**src/rtl/estacao_reserva.sv**
```systemverilog
// estacao_reserva: two-entry Tomasulo reservation station with CDB snooping and oldest-first dispatch.
// Optional same-cycle CDB-to-dispatch bypass is enabled by defining ESTACAO_BYPASS_CDB_EN.
//
// state      | meaning
// LIVRE      | entry free, may accept an issue
// ESPERA     | occupied, at least one operand still waiting on a producer tag
// PRONTA     | both operands resolved, waiting to be dispatched
// EXECUTANDO | dispatched, held until its own tag appears on the CDB
module estacao_reserva #(
  parameter logic [15:0] Vj_Vk_sem_valor = 16'b1111_1111_1111_0000,
  parameter logic [2:0]  Qj_Qk_sem_valor = 3'b000,
  parameter logic [2:0]  TAG_BASE        = 3'b001
) (
  input  logic        Clock,
  input  logic        Reset,
  input  logic        issue_valid,
  output logic        issue_ready,
  input  logic [2:0]  issue_op,
  input  logic [15:0] issue_Vj,
  input  logic [15:0] issue_Vk,
  input  logic [2:0]  issue_Qj,
  input  logic [2:0]  issue_Qk,
  output logic [2:0]  issue_tag,
  input  logic        CDB_valid,
  input  logic [2:0]  Qi_CDB,
  input  logic [15:0] Qi_CDB_data,
  output logic        disp_valid,
  input  logic        disp_ready,
  output logic [2:0]  disp_op,
  output logic [15:0] disp_Vj,
  output logic [15:0] disp_Vk,
  output logic [2:0]  disp_tag
);

  typedef enum logic [1:0] {LIVRE, ESPERA, PRONTA, EXECUTANDO} estado_t;

  estado_t     estado_q [2];
  estado_t     estado_d [2];
  logic [2:0]  op_q [2];
  logic [2:0]  op_d [2];
  logic [15:0] vj_q [2];
  logic [15:0] vj_d [2];
  logic [15:0] vk_q [2];
  logic [15:0] vk_d [2];
  logic [2:0]  qj_q [2];
  logic [2:0]  qj_d [2];
  logic [2:0]  qk_q [2];
  logic [2:0]  qk_d [2];
  logic [1:0]  jovem_q;  // 1: entry was issued after the other occupied entry
  logic [1:0]  jovem_d;

  logic [2:0]  tag_ent [2];
  logic [1:0]  livre, pronta, libera, snoop_j, snoop_k, bypass, cand;
  logic        cdb_hit, issue_fire, issue_idx, disp_fire, sel, sel_byp;

  assign tag_ent[0] = TAG_BASE;
  assign tag_ent[1] = TAG_BASE + 3'd1;

  always_comb begin
    cdb_hit = CDB_valid && (Qi_CDB != Qj_Qk_sem_valor);
    livre   = '0;
    pronta  = '0;
    libera  = '0;
    snoop_j = '0;
    snoop_k = '0;
    bypass  = '0;
    for (int i = 0; i < 2; i++) begin
      livre[i]   = (estado_q[i] == LIVRE);
      pronta[i]  = (estado_q[i] == PRONTA);
      libera[i]  = (estado_q[i] == EXECUTANDO) && cdb_hit && (Qi_CDB == tag_ent[i]);
      snoop_j[i] = (estado_q[i] == ESPERA) && cdb_hit && (qj_q[i] == Qi_CDB);
      snoop_k[i] = (estado_q[i] == ESPERA) && cdb_hit && (qk_q[i] == Qi_CDB);
`ifdef ESTACAO_BYPASS_CDB_EN
      bypass[i]  = (estado_q[i] == ESPERA) && cdb_hit &&
                   ((qj_q[i] == Qj_Qk_sem_valor) || snoop_j[i]) &&
                   ((qk_q[i] == Qj_Qk_sem_valor) || snoop_k[i]);
`endif
    end
  end

  always_comb begin
    issue_ready = |livre;
    issue_idx   = ~livre[0];
    issue_tag   = tag_ent[issue_idx];
    issue_fire  = issue_valid && issue_ready;

    // registered PRONTA entries always win over bypass candidates
    cand       = (|pronta) ? pronta : bypass;
    sel_byp    = ~(|pronta) && (|bypass);
    sel        = cand[1] && (!cand[0] || jovem_q[0]);
    disp_valid = |cand;
    disp_fire  = disp_valid && disp_ready;

    disp_op  = op_q[sel];
    disp_tag = tag_ent[sel];
    disp_Vj  = vj_q[sel];
    disp_Vk  = vk_q[sel];
    if (sel_byp && (qj_q[sel] != Qj_Qk_sem_valor)) disp_Vj = Qi_CDB_data;
    if (sel_byp && (qk_q[sel] != Qj_Qk_sem_valor)) disp_Vk = Qi_CDB_data;
  end

  always_comb begin
    for (int i = 0; i < 2; i++) begin
      estado_d[i] = estado_q[i];
      op_d[i]     = op_q[i];
      vj_d[i]     = vj_q[i];
      vk_d[i]     = vk_q[i];
      qj_d[i]     = qj_q[i];
      qk_d[i]     = qk_q[i];

      unique case (estado_q[i])
        LIVRE: begin
          if (issue_fire && (issue_idx == 1'(i))) begin
            op_d[i] = issue_op;
            if (issue_Qj == Qj_Qk_sem_valor) begin
              vj_d[i] = issue_Vj;
              qj_d[i] = Qj_Qk_sem_valor;
            end else if (cdb_hit && (issue_Qj == Qi_CDB)) begin
              vj_d[i] = Qi_CDB_data;
              qj_d[i] = Qj_Qk_sem_valor;
            end else begin
              vj_d[i] = Vj_Vk_sem_valor;
              qj_d[i] = issue_Qj;
            end
            if (issue_Qk == Qj_Qk_sem_valor) begin
              vk_d[i] = issue_Vk;
              qk_d[i] = Qj_Qk_sem_valor;
            end else if (cdb_hit && (issue_Qk == Qi_CDB)) begin
              vk_d[i] = Qi_CDB_data;
              qk_d[i] = Qj_Qk_sem_valor;
            end else begin
              vk_d[i] = Vj_Vk_sem_valor;
              qk_d[i] = issue_Qk;
            end
            estado_d[i] = ((qj_d[i] == Qj_Qk_sem_valor) && (qk_d[i] == Qj_Qk_sem_valor))
                          ? PRONTA : ESPERA;
          end
        end
        ESPERA: begin
          if (snoop_j[i]) begin
            vj_d[i] = Qi_CDB_data;
            qj_d[i] = Qj_Qk_sem_valor;
          end
          if (snoop_k[i]) begin
            vk_d[i] = Qi_CDB_data;
            qk_d[i] = Qj_Qk_sem_valor;
          end
          if (disp_fire && (sel == 1'(i)))
            estado_d[i] = EXECUTANDO;
          else if ((qj_d[i] == Qj_Qk_sem_valor) && (qk_d[i] == Qj_Qk_sem_valor))
            estado_d[i] = PRONTA;
        end
        PRONTA: begin
          if (disp_fire && (sel == 1'(i))) estado_d[i] = EXECUTANDO;
        end
        EXECUTANDO: begin
          if (libera[i]) begin
            estado_d[i] = LIVRE;
            op_d[i]     = '0;
            vj_d[i]     = Vj_Vk_sem_valor;
            vk_d[i]     = Vj_Vk_sem_valor;
            qj_d[i]     = Qj_Qk_sem_valor;
            qk_d[i]     = Qj_Qk_sem_valor;
          end
        end
        default: ;
      endcase
    end
  end

  always_comb begin
    jovem_d = jovem_q & ~libera;
    if (issue_fire) begin
      // younger only if the other entry stays occupied past this edge
      jovem_d[issue_idx]  = !livre[~issue_idx] && !libera[~issue_idx];
      jovem_d[~issue_idx] = 1'b0;
    end
  end

  always_ff @(posedge Clock) begin
    if (Reset) begin
      for (int i = 0; i < 2; i++) begin
        estado_q[i] <= LIVRE;
        op_q[i]     <= '0;
        vj_q[i]     <= Vj_Vk_sem_valor;
        vk_q[i]     <= Vj_Vk_sem_valor;
        qj_q[i]     <= Qj_Qk_sem_valor;
        qk_q[i]     <= Qj_Qk_sem_valor;
      end
      jovem_q <= '0;
    end else begin
      for (int i = 0; i < 2; i++) begin
        estado_q[i] <= estado_d[i];
        op_q[i]     <= op_d[i];
        vj_q[i]     <= vj_d[i];
        vk_q[i]     <= vk_d[i];
        qj_q[i]     <= qj_d[i];
        qk_q[i]     <= qk_d[i];
      end
      jovem_q <= jovem_d;
    end
  end

endmodule

```
**config.mk**
```make
export PLATFORM = sky130hd
export DESIGN_NAME = estacao_reserva
export DESIGN_NICKNAME = d
export VERILOG_FILES = /design/src/rtl/estacao_reserva.sv
export SDC_FILE = /design/constraint.sdc
export NUM_CORES = 1
export LEC_CHECK = 0
export CAP_MARGIN = 10
export CELL_PAD_IN_SITES_DETAIL_PLACEMENT = 0
export CELL_PAD_IN_SITES_GLOBAL_PLACEMENT = 1
export CORE_AREA = 2 2 135 137
export CTS_BUF_LIST = sky130_fd_sc_hd__clkbuf_16
export DETAILED_ROUTE_END_ITERATION = 10
export DIE_AREA = 0 0 137 139
export HOLD_SLACK_MARGIN = 0.02
export PLACE_DENSITY_LB_ADDON = 0.05
export SLEW_MARGIN = 5
export SYNTH_ARGS = -nofsm -noshare
export SYNTH_HDL_FRONTEND = slang
export SYNTH_SLANG_ARGS = --single-unit
```
**constraint.sdc**
```tcl
create_clock -name Clock -period 2.6 [get_ports Clock]
set_clock_uncertainty 0.05 [all_clocks]
set_input_delay 0.65 -clock Clock [delete_from_list [all_inputs] [get_ports Clock]]
set_output_delay 0.65 -clock Clock [all_outputs]
set_load 0.02 [all_outputs]
```
==> results of run 1 <==
==> timing repair <==
| action | in CTS | in global routing |
|---|---|---|
| buffers inserted | 2 | 7 |
| gates resized for setup | 128 | 42 |
| gates cloned | 1 | 1 |
| endpoints found under the setup margin | 114 | 158 |
| pin swaps | 3 | 11 |
==> power by group <==
| group | leakage [nW] | switching [mW] | internal, mW | total, mW |
|---|---|---|---|---|
| registers | 0.742 | 0.143 | 1.95 | 2.09 |
| logic | 1.98 | 1.93 | 1.44 | 3.36 |
| clock network | 0.131 | 0.576 | 0.650 | 1.23 |
==> synthesized netlist by cell type, types with 2 or more instances <==
library cell                number
sky130_fd_sc_hd__ha_1            9
sky130_fd_sc_hd__nand2b_1        6
sky130_fd_sc_hd__nand4_1         3
sky130_fd_sc_hd__buf_2           8
sky130_fd_sc_hd__nor4_1          4
sky130_fd_sc_hd__and3_1          5
sky130_fd_sc_hd__or3b_1          3
sky130_fd_sc_hd__or3_1           3
sky130_fd_sc_hd__o32ai_1        27
sky130_fd_sc_hd__nand4bb_1       2
sky130_fd_sc_hd__edfxtp_1       70
sky130_fd_sc_hd__inv_1          15
sky130_fd_sc_hd__nor3_2          2
sky130_fd_sc_hd__xnor2_1         6
sky130_fd_sc_hd__buf_6           2
sky130_fd_sc_hd__nor2_1         36
sky130_fd_sc_hd__nand2_1       162
sky130_fd_sc_hd__a221oi_2        2
sky130_fd_sc_hd__o41ai_2         2
sky130_fd_sc_hd__a22o_1          7
sky130_fd_sc_hd__nor3_1          9
sky130_fd_sc_hd__buf_1           3
sky130_fd_sc_hd__a21o_1          3
sky130_fd_sc_hd__o21ai_0         5
sky130_fd_sc_hd__clkbuf_1       22
sky130_fd_sc_hd__nand3_1         3
sky130_fd_sc_hd__a22oi_1        24
sky130_fd_sc_hd__or2_2           9
sky130_fd_sc_hd__o41ai_1         2
sky130_fd_sc_hd__o22ai_1        22
sky130_fd_sc_hd__o21ai_1         2
sky130_fd_sc_hd__dfxtp_1        17
sky130_fd_sc_hd__o31a_1          2
sky130_fd_sc_hd__a211oi_1        3
sky130_fd_sc_hd__a31oi_1         2
sky130_fd_sc_hd__a21oi_1         5
sky130_fd_sc_hd__buf_4          10
sky130_fd_sc_hd__a211oi_2        2
sky130_fd_sc_hd__nor2b_1         3
sky130_fd_sc_hd__xor2_1         12
sky130_fd_sc_hd__o211ai_1        4
==> sequential cells by signal (all words and copies together), names as in the netlist <==
register / count
vj_q: 32
vk_q: 32
op_q: 6
qj_q: 6
qk_q: 6
estado_q: 4
jovem_q: 1
==> through the flow <==
step                area, um2  utilization (%)  instances
CTS                      7390             41.9        950
finish                   7450             42.2        958
global route             7450             42.2        958
global placement         6970             39.5        931
floorplan                5180                -        562
detailed placement       6970             39.5        931
==> area by class of cell <==
class | count | area, um2
fill | 1783 | 10200
multi-input combinational | 414 | 2560
sequential | 87 | 2440
timing repair buffer | 196 | 1820
tap | 229 | 287
clock buffer | 9 | 225
inverter | 16 | 65.1
clock inverter | 7 | 48.8
==> worst reg2reg max path, cell delays in order, from the launching register on <==
cell and delay, ns:
sky130_fd_sc_hd__dfxtp_1 0.34, sky130_fd_sc_hd__buf_4 0.11, sky130_fd_sc_hd__inv_1 0.09, sky130_fd_sc_hd__ha_2 0.23, sky130_fd_sc_hd__nand2b_1 0.21, sky130_fd_sc_hd__a221oi_4 0.32
sky130_fd_sc_hd__buf_4 0.18, sky130_fd_sc_hd__a32oi_4 0.07, sky130_fd_sc_hd__nor3_4 0.25, sky130_fd_sc_hd__buf_6 0.17, sky130_fd_sc_hd__nand2_1 0.06
==> final timing paths <==
kind	startpoint	end	cells past startpoint
max	estado_q[0][0]	disp_Vj[4]	9
min reg2reg	jovem_q[0]	jovem_q[0]	2
max reg2reg	estado_q[0][1]	vk_q[0][5]	10
min	jovem_q[0]	jovem_q[0]	2
==> per-layer routing <==
layer | routed length, um | share of wire, % | up-vias
li1 | - | - | 2366
met1 | 7600 | 44 | 2334
met2 | 8520 | 49 | 145
met3 | 882 | 5.1 | 30
met4 | 420 | 2.4 | 0
met5 | 0 | 0 | -
==> kinds of logic (layout without fill, tap and decap cells) <==
| group | count (synthesis) | after routing | share of synthesized area, % |
|---|---|---|---|
| compound gates | 127 | 127 | 19.6 |
| xor+xnor | 18 | 18 | 3.05 |
| fa+ha+maj | 9 | 9 | 2.18 |
| buf+inv | 61 | 228 | 5.63 |
| flops | 87 | 87 | 47.2 |
| other cells | 1 | 2 | 0.0725 |
| simple gates | 258 | 258 | 22.3 |
==> out/summary.log, run 1 <==
qor: layout.syn_to_final_growth 43.9%
qor: worst_setup_path.timing.critical_path.cells inv_1, ha_2, nand2b_4, nand2_2, clkinv_4, buf_12, nand2_1, nand2_1, clkdlybuf4s15_2
qor: cts.postCtsHoldBufs 0
qor: global_routing.grt_overflow_total 0
qor: sta.final.setup.worst_slack 0.0770 ns
qor: yosys.netlist_instances 561
qor: floorplanning.rows 49
qor: global_routing.grt.met3_usage 3.29%
qor: run.cap_violations 0
qor: pwr.power_density 897 nW/um2
qor: route.post_drt_wl_per_cell 18.2 um
qor: pwr.total_power 6.68 mW
qor: route.drtPass1Iterations 5
qor: global_routing.first_pass_grt_wire_length 26.8 mm
qor: floorplanning.io_pins 108
qor: worst_setup_path.critPathCaptureType output port
qor: placed_design.routabilityCongestion 0.784
qor: floorplanning.initial_core_util 29.3%
qor: yosys.yosys_warnings 0
qor: worst_setup_path.cpMostUsedCell sky130_fd_sc_hd__nand2_1
qor: sta.setup_violations 0
qor: placed_design.count_of_port_buffers_added_during_placement 105
qor: yosys.sequential_fraction_of_the_synthesis_area 47.2%
qor: global_routing.grt_antenna_before_repair 0
qor: worst_setup_path.worstPathRequired 1.90 ns
qor: worst_setup_path.worstSetupStartpointType register
qor: cts.worst_skew_pair.late_latency 0.35 ns
qor: sta.clock.fmax 396 MHz
qor: yosys.post_synth_main_area_contributors sky130_fd_sc_hd__edfxtp_1, sky130_fd_sc_hd__nand2_1, sky130_fd_sc_hd__dfxtp_1, sky130_fd_sc_hd__o32ai_1, sky130_fd_sc_hd__a22oi_1
qor: worst_setup_path.critical-path-slowest-cell sky130_fd_sc_hd__dfxtp_1
qor: route.vias_per_cell 5.09
qor: layout.nNetsFinal 798
qor: placed_design.dp_hpwl 12.6 mm
qor: yosys.yosysUniqueCellTypes 64
qor: yosys.postSynthRegisterBits 87
qor: sta.timing.slew.headroom 62.6%
qor: floorplanning.die_y 139 um
qor: worst_setup_path.reg2reg_slack 0.26 ns
qor: route.drtIter0Drc 315
qor: yosys.synth_edf_count 70
qor: sta.totalNegativeSetupSlack 0 ns
qor: cts.ctsRootBufferMaster sky130_fd_sc_hd__clkbuf_16
qor: sta.hold_viol_final 0
qor: floorplanning.area_of_the_core 17,700 um2
qor: yosys.async_flop_share 0%
qor: global_routing.pin_count_of_the_biggest_net_entering_global_routing 27
qor: yosys.post_synth_instance_area 5170 um2
qor: cts.worst_setup_hold_path_clk_slew 0.07 ns
qor: worst_setup_path.critical_path_s_largest_stage_delay 0.31 ns
qor: global_routing.gr-usage-met2 31.5%
qor: outcome.run_status completed
qor: cts.cts.path.max_buffers 2
qor: cts.h_tree_depth 3
qor: yosys.postSynthAreaPerCell 9.22 um2
qor: cts.cts_tree yes
qor: worst_setup_path.worstSetupPathType reg2out
qor: worst_hold_path.hold_class reg2reg
qor: sta.worst_margin_pin_slew 0.561 ns
qor: route.drcViolationCount 0
qor: floorplanning.floorplan.die_area 19,000 um2
qor: sta.worst_hold_slack 0.449 ns
qor: yosys.synth_largest_type_area_fraction 40.6%
qor: global_routing.grt_use_total 18.5%
qor: worst_setup_path.arrival 1.82 ns
qor: sta.maxSlewViolCount 0
qor: layout.mostFrequentLayoutCell sky130_fd_sc_hd__nand2_1
qor: global_routing.via_count_of_the_first_global_routing_pass 4,955
qor: floorplanning.die_width 137 um
qor: layout.drive_above_1_share 24.3%
qor: worst_setup_path.crit_family buffers and inverters
qor: cts.cts.sink_count 87
qor: route.vias 4,875
qor: worst_setup_path.critical_path.n_buffers_inverters 4
qor: worst_setup_path.critical_path_peak_fanout 18
qor: route.routed_wirelength 17.4 mm
qor: layout.insertedDiodeCount 0
qor: sta.finalCriticalPeriod 2.52 ns
qor: pwr.leakage_power_of_the_design 2.85 nW
qor: sta.post-route-period-util 97.0%
qor: sta.rsz_0062_raised_after_global_routing yes
qor: global_routing.globalRoute.busiestLayer met2
qor: pwr.vdd_ir_drop_max 0.394 mV
qor: yosys.yosys_most_used_dff sky130_fd_sc_hd__edfxtp_1
qor: layout.leading_cell_types_in_the_layout_fill_and_taps_excluded sky130_fd_sc_hd__nand2_1, sky130_fd_sc_hd__buf_4, sky130_fd_sc_hd__edfxtp_1
qor: placed_design.dp_worst_setup_slack -0.476 ns
qor: yosys.cell_type_with_the_largest_total_area_after_synthesis sky130_fd_sc_hd__edfxtp_1
qor: cts.numCtsBuffers 9
qor: global_routing.grtUsageMet1 23.5%
qor: route.route.antenna.remaining_nets 0
(Power assumes the default switching activity.)
==> inputs of run 2 (changes only) <==
--- a/config.mk
+++ b/config.mk
@@ -5,13 +5,14 @@
 export SDC_FILE = /design/constraint.sdc
 export NUM_CORES = 1
 export LEC_CHECK = 0
+export ABC_AREA = 1
 export CAP_MARGIN = 10
 export CELL_PAD_IN_SITES_DETAIL_PLACEMENT = 0
 export CELL_PAD_IN_SITES_GLOBAL_PLACEMENT = 1
-export CORE_AREA = 2 2 135 137
+export CORE_AREA = 4 4 142 144
 export CTS_BUF_LIST = sky130_fd_sc_hd__clkbuf_16
 export DETAILED_ROUTE_END_ITERATION = 10
-export DIE_AREA = 0 0 137 139
+export DIE_AREA = 0 0 146 148
 export HOLD_SLACK_MARGIN = 0.02
 export PLACE_DENSITY_LB_ADDON = 0.05
 export SLEW_MARGIN = 5
==> out/summary.log, run 2 <==
qor: outcome.run_status completed
qor: floorplanning.io_pins 108
qor: placed_design.dp_hpwl 14.4 mm
qor: worst_setup_path.critPathCaptureType output port
qor: layout.nNetsFinal 961
qor: cts.numCtsBuffers 9
qor: worst_setup_path.worst-r2r-cell-count 11
qor: worst_setup_path.worstPathRequired 1.90 ns
qor: floorplanning.floorplan.die_area 21,600 um2
qor: floorplanning.die_width 146 um
qor: yosys.postSynthAreaPerCell 7.57 um2
qor: yosys.postSynthRegisterBits 87
qor: pwr.total_power 8.17 mW
qor: yosys.synth-adder-area-share 2.02%
qor: yosys.sequential_fraction_of_the_synthesis_area 43.9%
qor: layout.drive_above_1_share 19.3%
qor: worst_setup_path.worstSetupPathType reg2out
qor: layout.final_area 7580 um2
qor: pwr.leakage_power_of_the_design 3.40 nW
qor: route.routed_wirelength 19.1 mm
qor: global_routing.first_pass_grt_wire_length 29.8 mm
qor: yosys.synth.top_cells.by_count sky130_fd_sc_hd__nand2_1, sky130_fd_sc_hd__inv_1, sky130_fd_sc_hd__edfxtp_1
qor: sta.maxSlewViolCount 0
qor: sta.finalCriticalPeriod 2.49 ns
qor: route.vias_per_cell 4.75
qor: global_routing.grt_overflow_total 0
qor: placed_design.routabilityCongestion 0.871
qor: cts.h_tree_depth 3
qor: worst_setup_path.critical_path_peak_fanout 3
qor: route.drtPass1Iterations 5
qor: worst_hold_path.hold_class reg2reg
qor: sta.rsz_0062_raised_after_global_routing no
qor: route.drcViolationCount 0
qor: cts.worst_setup_hold_path_clk_slew 0.07 ns
qor: floorplanning.area_of_the_core 18,700 um2
qor: worst_setup_path.arrival 1.79 ns
qor: layout.syn_to_final_growth 36.2%
qor: cts.cts.sink_count 87
qor: pwr.power_density 1080 nW/um2
qor: yosys.synth_edf_count 70
qor: pwr.vdd_ir_drop_max 0.415 mV
qor: yosys.synthSimpleGateAreaFrac 30.8%
qor: sta.setup_violations 0
qor: yosys.post_synth_instance_area 5560 um2
qor: floorplanning.rows 50
qor: global_routing.grt_use_total 17.7%
qor: pwr.switching_share 42.7%
qor: yosys.combinational_family_with_the_most_area_after_synthesis simple AND/OR/NAND/NOR gates
qor: yosys.cell_with_the_most_instances_after_synthesis sky130_fd_sc_hd__nand2_1
qor: layout.mostFrequentLayoutCell sky130_fd_sc_hd__nand2_1
qor: route.post_drt_wl_per_cell 17.0 um
qor: yosys.cell_type_with_the_largest_total_area_after_synthesis sky130_fd_sc_hd__edfxtp_1
qor: floorplanning.initial_core_util 29.7%
qor: pwr.power_report.internal_total 4.68 mW
qor: cts.worst_skew_pair.late_latency 0.34 ns
qor: sta.hold_viol_final 0
qor: yosys.synth_largest_type_area_fraction 37.8%
qor: pwr.pwr-share-comb 56.6%
qor: cts.ctsRootBufferMaster sky130_fd_sc_hd__clkbuf_16
qor: sta.totalNegativeSetupSlack 0 ns
qor: global_routing.grt_antenna_before_repair 0
qor: route.drtIter0Drc 306
qor: layout.final-seq-area 2440 um2
qor: yosys.async_flop_share 0%
qor: floorplanning.die_y 148 um
qor: yosys.yosys_most_used_dff sky130_fd_sc_hd__edfxtp_1
qor: pwr.power.share.sequential 26.2%
qor: cts.cts.path.max_buffers 2
qor: placed_design.count_of_port_buffers_added_during_placement 105
qor: yosys.complex_gate_fraction_of_the_synthesized_area 12.5%
qor: yosys.yosys_warnings 0
qor: layout.leading_cell_types_in_the_layout_fill_and_taps_excluded sky130_fd_sc_hd__nand2_1, sky130_fd_sc_hd__inv_1, sky130_fd_sc_hd__edfxtp_1
qor: yosys.netlist_instances 735
qor: placed_design.placed_area 7350 um2
qor: pwr.p_sw 3.48 mW
qor: layout.layout.filler_cells 1,945
qor: sta.clock.fmax 402 MHz
qor: route.vias 5,351
qor: pwr.clockPowerShare 17.2%
qor: global_routing.via_count_of_the_first_global_routing_pass 5,456
qor: layout.insertedDiodeCount 0
qor: run.cap_violations 0
qor: global_routing.pin_count_of_the_biggest_net_entering_global_routing 23
qor: layout.reg_top3 vj_q (32), vk_q (32)
qor: route.route.antenna.remaining_nets 0
qor: yosys.yosysUniqueCellTypes 38
qor: yosys.post_synth_mux_area_share 0%
qor: yosys.synth_xor_xnor_area_share 1.42%
qor: layout.footprint_of_the_multi_input_gates 2620 um2
qor: cts.cts_tree yes
qor: worst_hold_path.hold_depth 2
qor: worst_setup_path.worstSetupStartpointType register
qor: yosys.post_synth_main_area_contributors sky130_fd_sc_hd__edfxtp_1, sky130_fd_sc_hd__nand2_1, sky130_fd_sc_hd__dfxtp_1, sky130_fd_sc_hd__inv_1, sky130_fd_sc_hd__o21ai_0
qor: sta.post-route-period-util 95.6%
-- run 2: cell count changes in the layout (fill, tap and decap cells not counted), sizes merged, moves of 8 or more --
cell	change
inv	+58
o32ai	-27
a22oi	-24
or2	+15
a21oi	+40
o21ai	+46
nand3	+30
buf	-8
nand3b	+13
xor2	-9
nor2	+14
nand2	+97
clkdlybuf4s15	-13
-- run 2: logic make-up (layout without fill, tap and decap cells) --
| kind of cell | Yosys count | in the layout |
|---|---|---|
| XOR/XNOR | 9 | 9 |
| other | 1 | 2 |
| flip-flops | 87 | 87 |
| AO/OA/AOI/OAI | 124 | 124 |
| buffers and inverters | 115 | 271 |
| AND/OR/NAND/NOR | 390 | 390 |
| adder cells (fa/ha/maj) | 9 | 9 |
-- run 2: worst paths after layout --
kind / slack, ns / from / end
setup / recovery: 0.11 / estado_q[0][0] / disp_valid
hold / removal: 0.47 / qj_q[0][0] / qj_q[0][0]
setup reg to reg: 0.40 / estado_q[0][1] / vj_q[1][12]
hold reg to reg: 0.47 / qj_q[0][0] / qj_q[0][0]
-- run 2: power by group through the flow --
stage / Clock [mW] / Sequential (mW) / Combinational (mW)
after floorplan: 0 / 2.15 / 2.78
after global placement: 0 / 2.17 / 4.86
after detailed placement: 0 / 2.17 / 4.87
after CTS: 1.43 / 2.14 / 4.76
after global routing: 1.48 / 2.17 / 5.11
final: 1.40 / 2.14 / 4.62
-- run 2: area by class of cell --
class | instances | area share, %
Sequential cell | 87 | 32.2
Clock buffer | 9 | 2.97
Clock inverter | 7 | 1.17
Timing Repair Buffer | 178 | 21.3
Tap cell | 234 | 3.86
Multi-Input combinational cell | 534 | 34.6
Inverter | 77 | 3.85
-- run 2: layer usage --
layer | GRT usage [%] | routed length, um | vias to the layer above
met5 | 0 | 0 | -
met4 | 5.60 | 357 | 0
met3 | 2.48 | 896 | 23
met2 | 31.3 | 9340 | 152
met1 | 22.4 | 8510 | 2480
li1 | - | - | 2696
-- run 2: worst max-delay path: stages (launching register included) --
cell and delay, ns:
sky130_fd_sc_hd__dfxtp_1 0.33, sky130_fd_sc_hd__inv_1 0.05, sky130_fd_sc_hd__ha_1 0.21, sky130_fd_sc_hd__buf_4 0.15, sky130_fd_sc_hd__inv_1 0.09, sky130_fd_sc_hd__nand2_1 0.07
sky130_fd_sc_hd__clkdlybuf4s50_1 0.55
-- run 2: through the flow --
stage	setup slack [ns]	std cells	hold WS, ns	utilization (%)
CTS	0.0125	1127	0.471	40.9
floorplan	0.162	736	0.418	-
detailed placement	-0.288	1109	0.459	39.3
global placement	-0.302	1109	0.444	39.3
global route	0.00477	1126	0.497	40.5
finish	0.115	1126	0.466	40.5
-- run 2: timing repair --
| item | CTS | global route |
|---|---|---|
| hold buffers | 0 | 0 |
| buffers inserted | 1 | 0 |
| gates cloned | 1 | 0 |
| pin swaps | 0 | 0 |
| resized for setup | 124 | 27 |
| setup endpoints to repair | 38 | 44 |
==> inputs of run 3 (changes only) <==
--- a/config.mk
+++ b/config.mk
@@ -9,11 +9,10 @@
 export CAP_MARGIN = 10
 export CELL_PAD_IN_SITES_DETAIL_PLACEMENT = 0
 export CELL_PAD_IN_SITES_GLOBAL_PLACEMENT = 1
-export CORE_AREA = 4 4 142 144
+export CORE_AREA = 4 4 163 125
 export CTS_BUF_LIST = sky130_fd_sc_hd__clkbuf_16
 export DETAILED_ROUTE_END_ITERATION = 10
-export DIE_AREA = 0 0 146 148
-export HOLD_SLACK_MARGIN = 0.02
+export DIE_AREA = 0 0 167 129
 export PLACE_DENSITY_LB_ADDON = 0.05
 export SLEW_MARGIN = 5
 export SYNTH_ARGS = -nofsm -noshare
==> constraint.sdc (replaced) <==
create_clock -name Clock -period 2.6 [get_ports Clock]
set_clock_uncertainty 0.05 [all_clocks]
set_input_delay 0.52 -clock Clock [delete_from_list [all_inputs] [get_ports Clock]]
set_output_delay 0.52 -clock Clock [all_outputs]
set_load 0.02 [all_outputs]
==> out/summary.log, run 3 (synthesis gave the netlist of run 2 again) <==
qor: outcome.run_status completed
qor: layout.final_standard_cell_count_with_taps_included_and_fillers_excluded 1,126
qor: global_routing.via_count_of_the_first_global_routing_pass 5,354
qor: route.m1WireLength 10.2 mm
qor: layout.mostFrequentLayoutCell sky130_fd_sc_hd__nand2_1
qor: layout.insertedDiodeCount 0
qor: route.drcViolationCount 0
qor: cts.worst_setup_hold_path_clk_slew 0.07 ns
qor: placed_design.dp_cells 1,110
qor: route.routed_wirelength 20.2 mm
qor: route.wire_length_on_met2 8.36 mm
qor: route.highest_layer met4
qor: placed_design.count_of_port_buffers_added_during_placement 105
qor: worst_setup_path.critical_path_peak_fanout 12
qor: floorplanning.die_y 129 um
qor: route.drtIter0Drc 437
qor: worst_setup_path.worstSetupPathType reg2out
qor: pwr.leakage_power_of_the_design 3.33 nW
qor: run.cap_violations 0
qor: sta.totalNegativeSetupSlack 0 ns
qor: sta.rsz_0062_raised_after_global_routing yes
qor: global_routing.grt_use_total 18.7%
qor: cts.worst_skew_pair.late_latency 0.35 ns
qor: floorplanning.rows 43
qor: global_routing.grt_overflow_total 0
qor: worst_setup_path.worstPathRequired 2.03 ns
qor: sta.clock.fmax 402 MHz
qor: sta.worst_margin_pin_slew 0.599 ns
qor: layout.final_area 7480 um2
qor: worst_hold_path.worst_hold_start qj_q[0][3]
qor: sta.setup_violations 0
qor: floorplanning.io_pins 108
qor: sta.timing.slew.headroom 59.7%
qor: placed_design.routabilityCongestion 0.913
qor: route.vias 5,415
qor: pwr.vdd_ir_drop_max 0.415 mV
qor: placed_design.dp_hpwl 15.6 mm
qor: layout.syn_to_final_growth 34.5%
qor: global_routing.pin_count_of_the_biggest_net_entering_global_routing 28
qor: pwr.power_density 1080 nW/um2
qor: worst_setup_path.worstSetupStartpointType register
qor: global_routing.grt_antenna_before_repair 0
qor: floorplanning.area_of_the_core 18,600 um2
qor: worst_setup_path.timing.rr.start estado_q[0][0]
qor: worst_hold_path.hold_depth 2
qor: floorplanning.die_width 167 um
qor: cts.cts.path.max_buffers 2
qor: sta.maxSlewViolCount 0
qor: global_routing.first_pass_grt_wire_length 30.7 mm
qor: route.route.antenna.remaining_nets 0
qor: layout.finish.utilization 40.3%
qor: cts.numCtsBuffers 9
qor: route.met3_length 1.37 mm
qor: worst_hold_path.holdPathEnd qj_q[0][3]
qor: layout.drive_above_1_share 15.5%
qor: worst_setup_path.reg2reg_to vk_q[1][5]
qor: layout.reg_top3 vj_q (32), vk_q (32)
qor: worst_setup_path.startpoint estado_q[0][0]
qor: route.vias_per_cell 4.81
qor: sta.hold_viol_final 0
qor: cts.ctsRootBufferMaster sky130_fd_sc_hd__clkbuf_16
qor: worst_setup_path.worst-r2r-cell-count 12
qor: worst_setup_path.critPathCaptureType output port
qor: cts.h_tree_depth 3
qor: floorplanning.initial_core_util 30.0%
qor: placed_design.placed_area 7250 um2
qor: route.post_drt_wl_per_cell 18.0 um
qor: floorplanning.floorplan.die_area 21,500 um2
qor: sta.finalCriticalPeriod 2.49 ns
qor: cts.cts.sink_count 87
qor: worst_hold_path.hold_class reg2reg
qor: cts.cts_tree yes
qor: sta.post-route-period-util 95.7%
qor: worst_setup_path.arrival 1.92 ns
qor: cts.post_cts_setup_buffer_count 0
qor: layout.leading_cell_types_in_the_layout_fill_and_taps_excluded sky130_fd_sc_hd__nand2_1, sky130_fd_sc_hd__inv_1, sky130_fd_sc_hd__edfxtp_1
qor: sta.worst_hold_slack 0.458 ns
qor: worst_setup_path.reg2reg_slack 0.34 ns
qor: route.drtPass1Iterations 5
qor: layout.layout.filler_cells 1,959
qor: layout.nNetsFinal 948
run 3: changes by cell type in the layout (fill, tap and decap cells not counted), moves of 3 or more:
cell	change
sky130_fd_sc_hd__buf_4	-19
sky130_fd_sc_hd__buf_2	-17
sky130_fd_sc_hd__clkdlybuf4s15_1	+11
sky130_fd_sc_hd__dlygate4sd2_1	+10
sky130_fd_sc_hd__clkbuf_2	+4
sky130_fd_sc_hd__buf_12	-3
run 3: worst max-delay path: stages (launching register included):
cell	delay [ns]
sky130_fd_sc_hd__dfxtp_1	0.33
sky130_fd_sc_hd__inv_1	0.06
sky130_fd_sc_hd__ha_1	0.20
sky130_fd_sc_hd__nand2_1	0.10
sky130_fd_sc_hd__nand2_2	0.10
sky130_fd_sc_hd__inv_2	0.12
sky130_fd_sc_hd__buf_4	0.20
sky130_fd_sc_hd__nand2_1	0.06
sky130_fd_sc_hd__nand2_1	0.12
sky130_fd_sc_hd__clkdlybuf4s15_2	0.28
run 3: final cells by class:
class	instances	area, um2	area share (%)
multi-input cells	534	2620	34.9
well taps	247	309	4.13
clock inverters	7	46.3	0.619
flip-flops and latches	87	2440	32.6
inverters	77	289	3.86
clock buffers	9	225	3.01
repair buffers	165	1560	20.8
run 3: layer usage:
| layer | vias up | GRT usage [%] |
|---|---|---|
| li1 | 2676 | - |
| met5 | - | 0 |
| met3 | 23 | 3.62 |
| met2 | 197 | 27.1 |
| met4 | 0 | 4.57 |
| met1 | 2519 | 28.4 |
run 3: worst max-delay path by stage:
stage	slack [ns]	end
detailed placement	-0.09	vk_q[1][5]
CTS	0.004	disp_Vk[7]
global placement	-0.05	vj_q[1][8]
global route	-0.01	disp_Vj[5]
floorplan	0.29	disp_Vj[10]
finish	0.11	disp_Vk[6]
run 3: per-stage QoR:
step,power [mW],setup slack (ns)
floorplan,4.93,0.292
detailed placement,7.05,-0.0890
CTS,8.11,0.00448
global placement,7.03,-0.0457
finish,8.05,0.112
global route,8.63,-0.0145
run 3: power breakdown:
group | internal (mW) | switching, mW
registers | 2.02 | 0.119
clock network | 0.650 | 0.597
logic | 1.77 | 2.89
total | 4.44 | 3.61
run 3: timing repair:
item / in CTS / in global routing
gates resized for setup: 56 / 29
hold buffers: 0 / 0
endpoints found under the setup margin: 38 / 36
